$ cat src/rtl/conv_layer_stream.sv
`default_nettype none
//==============================================================================
// conv_layer_stream : streaming multi-channel, multi-filter 1-D conv layer
// Rev 1.0
//==============================================================================
module conv_layer_stream #(
  parameter int INPUT_LAYER_HEIGHT = 8,
  parameter int KERNEL_HEIGHT      = 3,
  parameter int CHANNELS           = 2,
  parameter int NUM_FILTERS        = 4,
  parameter int STRIDE             = 1,
  parameter int WORD_SIZE          = 16,
  parameter int INT_BITS           = 4,
  parameter int RELU               = 1
) (
  input  logic                                                   clk_i,
  input  logic                                                   reset_i,
  input  logic                                                   valid_i,
  output logic                                                   ready_o,
  input  logic [WORD_SIZE-1:0]                                   data_i,
  input  logic [NUM_FILTERS*KERNEL_HEIGHT*CHANNELS*WORD_SIZE-1:0] weights_i,
  input  logic [NUM_FILTERS*WORD_SIZE-1:0]                       biases_i,
  output logic                                                   valid_o,
  input  logic                                                   yumi_i,
  output logic [NUM_FILTERS*WORD_SIZE-1:0]                       data_o,
  output logic                                                   last_o
);

  localparam int TAPS       = KERNEL_HEIGHT * CHANNELS;
  localparam int SKIP_WORDS = STRIDE * CHANNELS;
  localparam int NUM_WIN    = (INPUT_LAYER_HEIGHT - KERNEL_HEIGHT) / STRIDE + 1;
  localparam int FRAC       = WORD_SIZE - INT_BITS;
  localparam int PROD_W     = 2 * WORD_SIZE;
  localparam int ACC_W      = PROD_W + $clog2(TAPS) + 1;
  localparam int MAX_WORDS  = (TAPS > SKIP_WORDS) ? TAPS : SKIP_WORDS;
  localparam int CNT_W      = (MAX_WORDS > 1) ? $clog2(MAX_WORDS) : 1;
  localparam int TAP_W      = (TAPS > 1) ? $clog2(TAPS) : 1;
  localparam int WIN_W      = (NUM_WIN > 1) ? $clog2(NUM_WIN) : 1;

  localparam logic [CNT_W-1:0] FILL_LAST = CNT_W'(TAPS - 1);
  localparam logic [CNT_W-1:0] SKIP_LAST = CNT_W'(SKIP_WORDS - 1);
  localparam logic [TAP_W-1:0] TAP_LAST  = TAP_W'(TAPS - 1);
  localparam logic [WIN_W-1:0] WIN_LAST  = WIN_W'(NUM_WIN - 1);

  localparam logic signed [ACC_W-1:0] SAT_MAX = {{(ACC_W-WORD_SIZE+1){1'b0}}, {(WORD_SIZE-1){1'b1}}};
  localparam logic signed [ACC_W-1:0] SAT_MIN = {{(ACC_W-WORD_SIZE+1){1'b1}}, {(WORD_SIZE-1){1'b0}}};

  localparam logic [2:0] ST_FILL    = 3'd0;
  localparam logic [2:0] ST_COMPUTE = 3'd1;
  localparam logic [2:0] ST_BIAS    = 3'd2;
  localparam logic [2:0] ST_DONE    = 3'd3;
  localparam logic [2:0] ST_SKIP    = 3'd4;

  if ((INPUT_LAYER_HEIGHT - KERNEL_HEIGHT) % STRIDE != 0) begin : g_bad_stride
    $error("conv_layer_stream: (INPUT_LAYER_HEIGHT-KERNEL_HEIGHT) must be a multiple of STRIDE");
  end

  logic [2:0]                       r_state;
  logic [CNT_W-1:0]                 r_cnt;
  logic [TAP_W-1:0]                 r_tap;
  logic [WIN_W-1:0]                 r_win_cnt;
  logic signed [WORD_SIZE-1:0]      r_win [TAPS];
  logic signed [ACC_W-1:0]          r_acc [NUM_FILTERS];
  logic [NUM_FILTERS*WORD_SIZE-1:0] r_data;

  logic                             w_accept;
  logic signed [WORD_SIZE-1:0]      w_tap_data;
  logic signed [WORD_SIZE-1:0]      w_wgt      [NUM_FILTERS][TAPS];
  logic signed [PROD_W-1:0]         w_mul      [NUM_FILTERS];
  logic signed [ACC_W-1:0]          w_prod     [NUM_FILTERS];
  logic signed [ACC_W-1:0]          w_bias_ext [NUM_FILTERS];
  logic signed [ACC_W-1:0]          w_biased   [NUM_FILTERS];
  logic signed [ACC_W-1:0]          w_shift    [NUM_FILTERS];
  logic [WORD_SIZE-1:0]             w_sat      [NUM_FILTERS];
  logic [WORD_SIZE-1:0]             w_res      [NUM_FILTERS];

  assign ready_o    = (r_state == ST_FILL) || (r_state == ST_SKIP);
  assign valid_o    = (r_state == ST_DONE);
  assign last_o     = valid_o && (r_win_cnt == WIN_LAST);
  assign data_o     = r_data;
  assign w_accept   = valid_i && ready_o;
  assign w_tap_data = r_win[r_tap];

  // Weight vector is filter-major: filter f, tap t lives at word f*TAPS+t.
  for (genvar f = 0; f < NUM_FILTERS; f++) begin : g_filt
    for (genvar t = 0; t < TAPS; t++) begin : g_tap
      assign w_wgt[f][t] = weights_i[(f*TAPS+t)*WORD_SIZE +: WORD_SIZE];
    end
    assign w_mul[f]      = w_wgt[f][r_tap] * w_tap_data;
    assign w_prod[f]     = {{(ACC_W-PROD_W){w_mul[f][PROD_W-1]}}, w_mul[f]};
    assign w_bias_ext[f] = {{(ACC_W-WORD_SIZE){biases_i[f*WORD_SIZE+WORD_SIZE-1]}},
                            biases_i[f*WORD_SIZE +: WORD_SIZE]} <<< FRAC;
    assign w_biased[f]   = r_acc[f] + w_bias_ext[f];
    assign w_shift[f]    = w_biased[f] >>> FRAC;
    assign w_sat[f]      = (w_shift[f] > SAT_MAX) ? SAT_MAX[WORD_SIZE-1:0] :
                           (w_shift[f] < SAT_MIN) ? SAT_MIN[WORD_SIZE-1:0] :
                                                    w_shift[f][WORD_SIZE-1:0];
    assign w_res[f]      = ((RELU != 0) && w_sat[f][WORD_SIZE-1]) ? '0 : w_sat[f];
  end

  always_ff @(posedge clk_i) begin
    if (reset_i) begin
      r_state   <= ST_FILL;
      r_cnt     <= '0;
      r_tap     <= '0;
      r_win_cnt <= '0;
      r_data    <= '0;
      for (int i = 0; i < TAPS; i++) r_win[i] <= '0;
      for (int f = 0; f < NUM_FILTERS; f++) r_acc[f] <= '0;
    end else begin
      // Newest word enters at the top so tap 0 always holds the oldest row.
      if (w_accept) begin
        for (int i = 0; i < TAPS-1; i++) r_win[i] <= r_win[i+1];
        r_win[TAPS-1] <= data_i;
      end
      case (r_state)
        ST_FILL: begin
          if (w_accept) begin
            if (r_cnt == FILL_LAST) begin
              r_cnt   <= '0;
              r_state <= ST_COMPUTE;
            end else begin
              r_cnt <= r_cnt + CNT_W'(1);
            end
          end
        end
        ST_SKIP: begin
          if (w_accept) begin
            if (r_cnt == SKIP_LAST) begin
              r_cnt   <= '0;
              r_state <= ST_COMPUTE;
            end else begin
              r_cnt <= r_cnt + CNT_W'(1);
            end
          end
        end
        ST_COMPUTE: begin
          for (int f = 0; f < NUM_FILTERS; f++) r_acc[f] <= r_acc[f] + w_prod[f];
          if (r_tap == TAP_LAST) begin
            r_tap   <= '0;
            r_state <= ST_BIAS;
          end else begin
            r_tap <= r_tap + TAP_W'(1);
          end
        end
        ST_BIAS: begin
          for (int f = 0; f < NUM_FILTERS; f++) r_data[f*WORD_SIZE +: WORD_SIZE] <= w_res[f];
          r_state <= ST_DONE;
        end
        ST_DONE: begin
          if (yumi_i) begin
            for (int f = 0; f < NUM_FILTERS; f++) r_acc[f] <= '0;
            if (r_win_cnt == WIN_LAST) begin
              r_win_cnt <= '0;
              r_state   <= ST_FILL;
            end else begin
              r_win_cnt <= r_win_cnt + WIN_W'(1);
              r_state   <= ST_SKIP;
            end
          end
        end
        default: r_state <= ST_FILL;
      endcase
    end
  end

endmodule
`default_nettype wire
$ cat config.mk
export PLATFORM = sky130hd
export DESIGN_NAME = conv_layer_stream
export DESIGN_NICKNAME = d
export VERILOG_FILES = /design/src/rtl/conv_layer_stream.sv
export SDC_FILE = /design/constraint.sdc
export NUM_CORES = 2
export LEC_CHECK = 0
export BUFFER_PORTS_ARGS = -buffer_cell sky130_fd_sc_hd__buf_4
export CORE_ASPECT_RATIO = 1.2
export CORE_MARGIN = 3
export CORE_UTILIZATION = 40
export DETAILED_ROUTE_END_ITERATION = 6
export PLACE_DENSITY = 0.56
export RECOVER_POWER = 50
export REMOVE_ABC_BUFFERS = 1
export SLEW_MARGIN = 25
export SYNTH_ARGS = -nofsm -noshare
export SYNTH_HDL_FRONTEND = slang
export SYNTH_SLANG_ARGS = --single-unit
$ cat constraint.sdc
create_clock -name clk_i -period 15.03 [get_ports clk_i]
set_input_delay 3.006 -clock clk_i [delete_from_list [all_inputs] [get_ports clk_i]]
set_output_delay 3.006 -clock clk_i [all_outputs]
set_load 0.02 [all_outputs]
==> impl_metrics.env <==
export IMPL_status="complete, but fails checks"
export IMPL_violations="max-capacitance violations, max-slew violations"
export IMPL_synth_edff_count=168
export IMPL_die_h_microns=448
export IMPL_grt_max_degree=99
export IMPL_criticalPathCategory="in2reg"
export IMPL_cp_data_required_time_ps=15440
export IMPL_io_pins=535
export IMPL_nNetsFinal=9712
export IMPL_finalMaxSlewViolations=312
export IMPL_htree_levels=2
export IMPL_min_period_over_period_pct=66.8
export IMPL_r2r_cells=26
export IMPL_drt_iter0_drc=2924
export IMPL_area_delta_synth_final_pct=12.0
export IMPL_dp_cells=9535
export IMPL_timing_rr_end="r_acc[2][35]"
export IMPL_critPathMostFrequentCell="fa_1"
export IMPL_tns_ps=0
export IMPL_cts_path_max_buffers=3
export IMPL_clkLatencyLatePin_ps=670
export IMPL_yosysSeqAreaShare_pct=12.3
export IMPL_peakVddDrop_mv=0.154
export IMPL_antenna_found_initial=1
export IMPL_via_per_inst=5.23
export IMPL_clkSinkCount=315
export IMPL_drt_pass1_iterations=6
export IMPL_dr_wl_met3_microns=10600
export IMPL_yosys_top_cells_area="fa_1 (39%), ha_1 (10%), inv_1 (8.6%)"
export IMPL_root_buffer="clkbuf_16"
export IMPL_crit_arrival_ps=10450
export IMPL_drive_gt1_share_pct=10.5
export IMPL_worstSetupStartpoint="weights_i[63]"
export IMPL_fmax_ghz=0.0996
export IMPL_num_vias=50300
export IMPL_powerDensity_nw_per_um2=161
export IMPL_synth_top_family_by_area="adder cells"
export IMPL_hold_path_startpoint="data_o[29]"
export IMPL_holdCritPathClass="reg2reg"
export IMPL_finClkSkew_ps=39.9
export IMPL_grt_first_pass_wirelength_microns=310000
export IMPL_rsz0062_at_grt="false"
export IMPL_wl_met1_microns=80800
export IMPL_die_area_sq_um=168000
export IMPL_yosysTopAreaCell="fa_1"
export IMPL_synthAdderAreaFrac_pct=48.7
export IMPL_core_sq_um=161000
export IMPL_syn_avg_cell_area_sq_um=9.21
export IMPL_hold_violations=0
export IMPL_cts_resized=0
export IMPL_first_global_vias=54500
export IMPL_muxShareOfSynthArea_pct=4.16
export IMPL_dr_max_layer_used="met4"
export IMPL_wl_per_cell_microns=20.4
export IMPL_hold_path_depth=2
export IMPL_wl_met2_microns=98200
export IMPL_cts_clk_slew_worst_paths_ps=60
export IMPL_cts_buffers=46
export IMPL_seq_area_sq_um=8000
export IMPL_fillers=15900
export IMPL_stdcell_count=9624
export IMPL_die_w_microns=374
export IMPL_yosysUniqueCellTypes=87
export IMPL_yosys_area_share_simple_pct=12.9
export IMPL_rows=161
export IMPL_r2r_start="r_tap[0]"
export IMPL_worst_pin_slew_ps=3370
export IMPL_post_cts_repair_setup_buffers=0
export IMPL_cp_end_kind="flop"
export IMPL_finalSetupViolCount=0
export IMPL_dp_final_hpwl_microns=158000
export IMPL_cts_hold_buf=0
export IMPL_synth_compound_area_share_pct=8.94
export IMPL_maxCapViolCount=7
export IMPL_synth_ff_type="edfxtp_1"
export IMPL_critPathMaxStageDelay_ps=870
export IMPL_cts_tree="built"
export IMPL_leakage_nw=36.3
export IMPL_start_kind="input pin"
export IMPL_initial_core_util_pct=40.4
export IMPL_place_congestion=0.864
export IMPL_timing_hold_ws_ps=460
export IMPL_path_cells="buf_4 > mux4_2 > a21oi_1 > nor2_1 > inv_1 > fa_1 > fa_1 > fa_1 > inv_1 > fa_1 > fa_1 > inv_1 > fa_1 > inv_1 > ha_1 > and3_1 > nand3_1 > a2111oi_0 > o21ai_0 > nand4_1 > a21boi_0 > o21ai_0 > o21ai_0"
export IMPL_crit_fanout=8
export IMPL_layout_min_cycle_time_ps=10040
export IMPL_min_to="data_o[29]"
export IMPL_synthArstFlopShare_pct=0
export IMPL_grt_usage_pct=23.7
export IMPL_path_buf_inv=5
export IMPL_syn_area_sq_um=65100
export IMPL_route_detailed_drc=0
export IMPL_cp_top_family="adder cells"
export IMPL_multi_input_area_sq_um=50600
export IMPL_yosys_warnings=0
export IMPL_overflow=0
export IMPL_synth_xor_area_share_pct=2.64
export IMPL_postRouteAntennaNets=0
export IMPL_cp_slowest_cell="fa_1"
export IMPL_synth_cells=7071
export IMPL_portBuffers=530
export IMPL_ys_ff_latch=315
export IMPL_r2r_slack_ps=5770
export IMPL_maxSlewHeadroom_pct=-124
export IMPL_synth_top_cell_area_share_pct=38.8
export IMPL_routed_wl_microns=196000
-- routing by layer --
layer	GRT usage, %	vias up
met5	0	-
met4	7.09	0
met3	3.01	243
met2	42.1	1389
met1	30.3	25800
li1	-	22900
-- power by group --
part | switching [mW] | internal, mW
combinational | 5.53 | 4.11
sequential | 0.0180 | 0.932
clock | 0.483 | 0.688
-- how the worst max path moves through the flow --
stage                         to  slack, ps  cells past startpoint
detailed placement  r_acc[1][33]       4170                     25
floorplan           r_acc[1][33]       3110                     23
CTS                 r_acc[1][33]       4830                     25
global route        r_acc[1][33]       4590                     23
global placement    r_acc[1][33]       4370                     24
finish              r_acc[0][33]       4990                     23
-- cells in the mapped netlist (all sizes together), types with 30 or more instances --
master	count
a211oi	38
a21o	163
a21oi	313
and2	122
and3	30
buf	59
clkbuf	220
dfxtp	147
edfxtp	168
fa	1260
ha	520
inv	1499
mux2i	87
mux4	80
nand2	741
nand2b	48
nand3	66
nor2	743
nor2b	39
nor3	40
o21ai	131
xnor2	119
xor2	77
-- sequential cells by signal, summed over array words and instances (netlist names), named ones only --
register / flops
r_tap: 3
r_win_cnt: 3
r_acc: 144
r_cnt: 3
r_state: 3
data_o: 60
r_win: 96
-- final cells by class --
cell class                      instances  area share (%)
Clock buffer                           56            1.73
Multi-Input combinational cell       4981            69.4
Tap cell                             2119            3.64
Antenna cell                            4          0.0137
Inverter                             1499            7.72
Sequential cell                       315            11.0
Timing Repair Buffer                  621            6.06
Clock inverter                         29           0.467
-- metrics by stage --
step                utilization [%]  setup slack, ps  area [sq um]  power (mW)
CTS                            45.4             4830         73100        11.8
detailed placement             44.4             4170         71500        10.5
global placement               44.4             4370         71500        10.5
finish                         45.2             4990         72900        11.8
floorplan                         -             3110         64000        8.41
global route                   45.2             4590         72900        13.2
-- layout by cell type (no fill, tap or decap), types with 19 or more instances in the layout --
master     instances
a31oi_1           26
nand2_1          740
o21bai_1          20
o21ai_0          106
fa_1            1259
xor2_1            77
a22oi_1           19
ha_1             520
and2_0            59
xnor2_1          119
mux2i_1           87
clkbuf_1          72
a21o_1           160
nand3_1           66
a21oi_1          286
a211oi_1          35
a221oi_1          20
nand4_1           25
mux4_2            80
nor2_1           740
inv_1           1497
nand2b_1          47
dfxtp_1          143
nor2b_1           39
o21a_1            28
or3_1             19
edfxtp_1         168
and3_1            30
buf_4            552
and2_1            63
nor3_1            39
clkbuf_16         48
o21ai_1           21
-- cells by family after synthesis --
| kind of cell | after synthesis |
|---|---|
| muxes | 170 |
| and+or+nand+nor | 1934 |
| other | 1 |
| adders and majority gates | 1780 |
| buffers and inverters | 1778 |
| DFF | 315 |
| AOI/OAI and AO/OA | 897 |
| xor gates and xnor gates | 196 |
-- worst min-delay path: stages, from the launching register on --
cell     delay, ps
dfxtp_1        320
nand2_1         60
a32oi_1         40
Power figures use the tool's default switching activity.
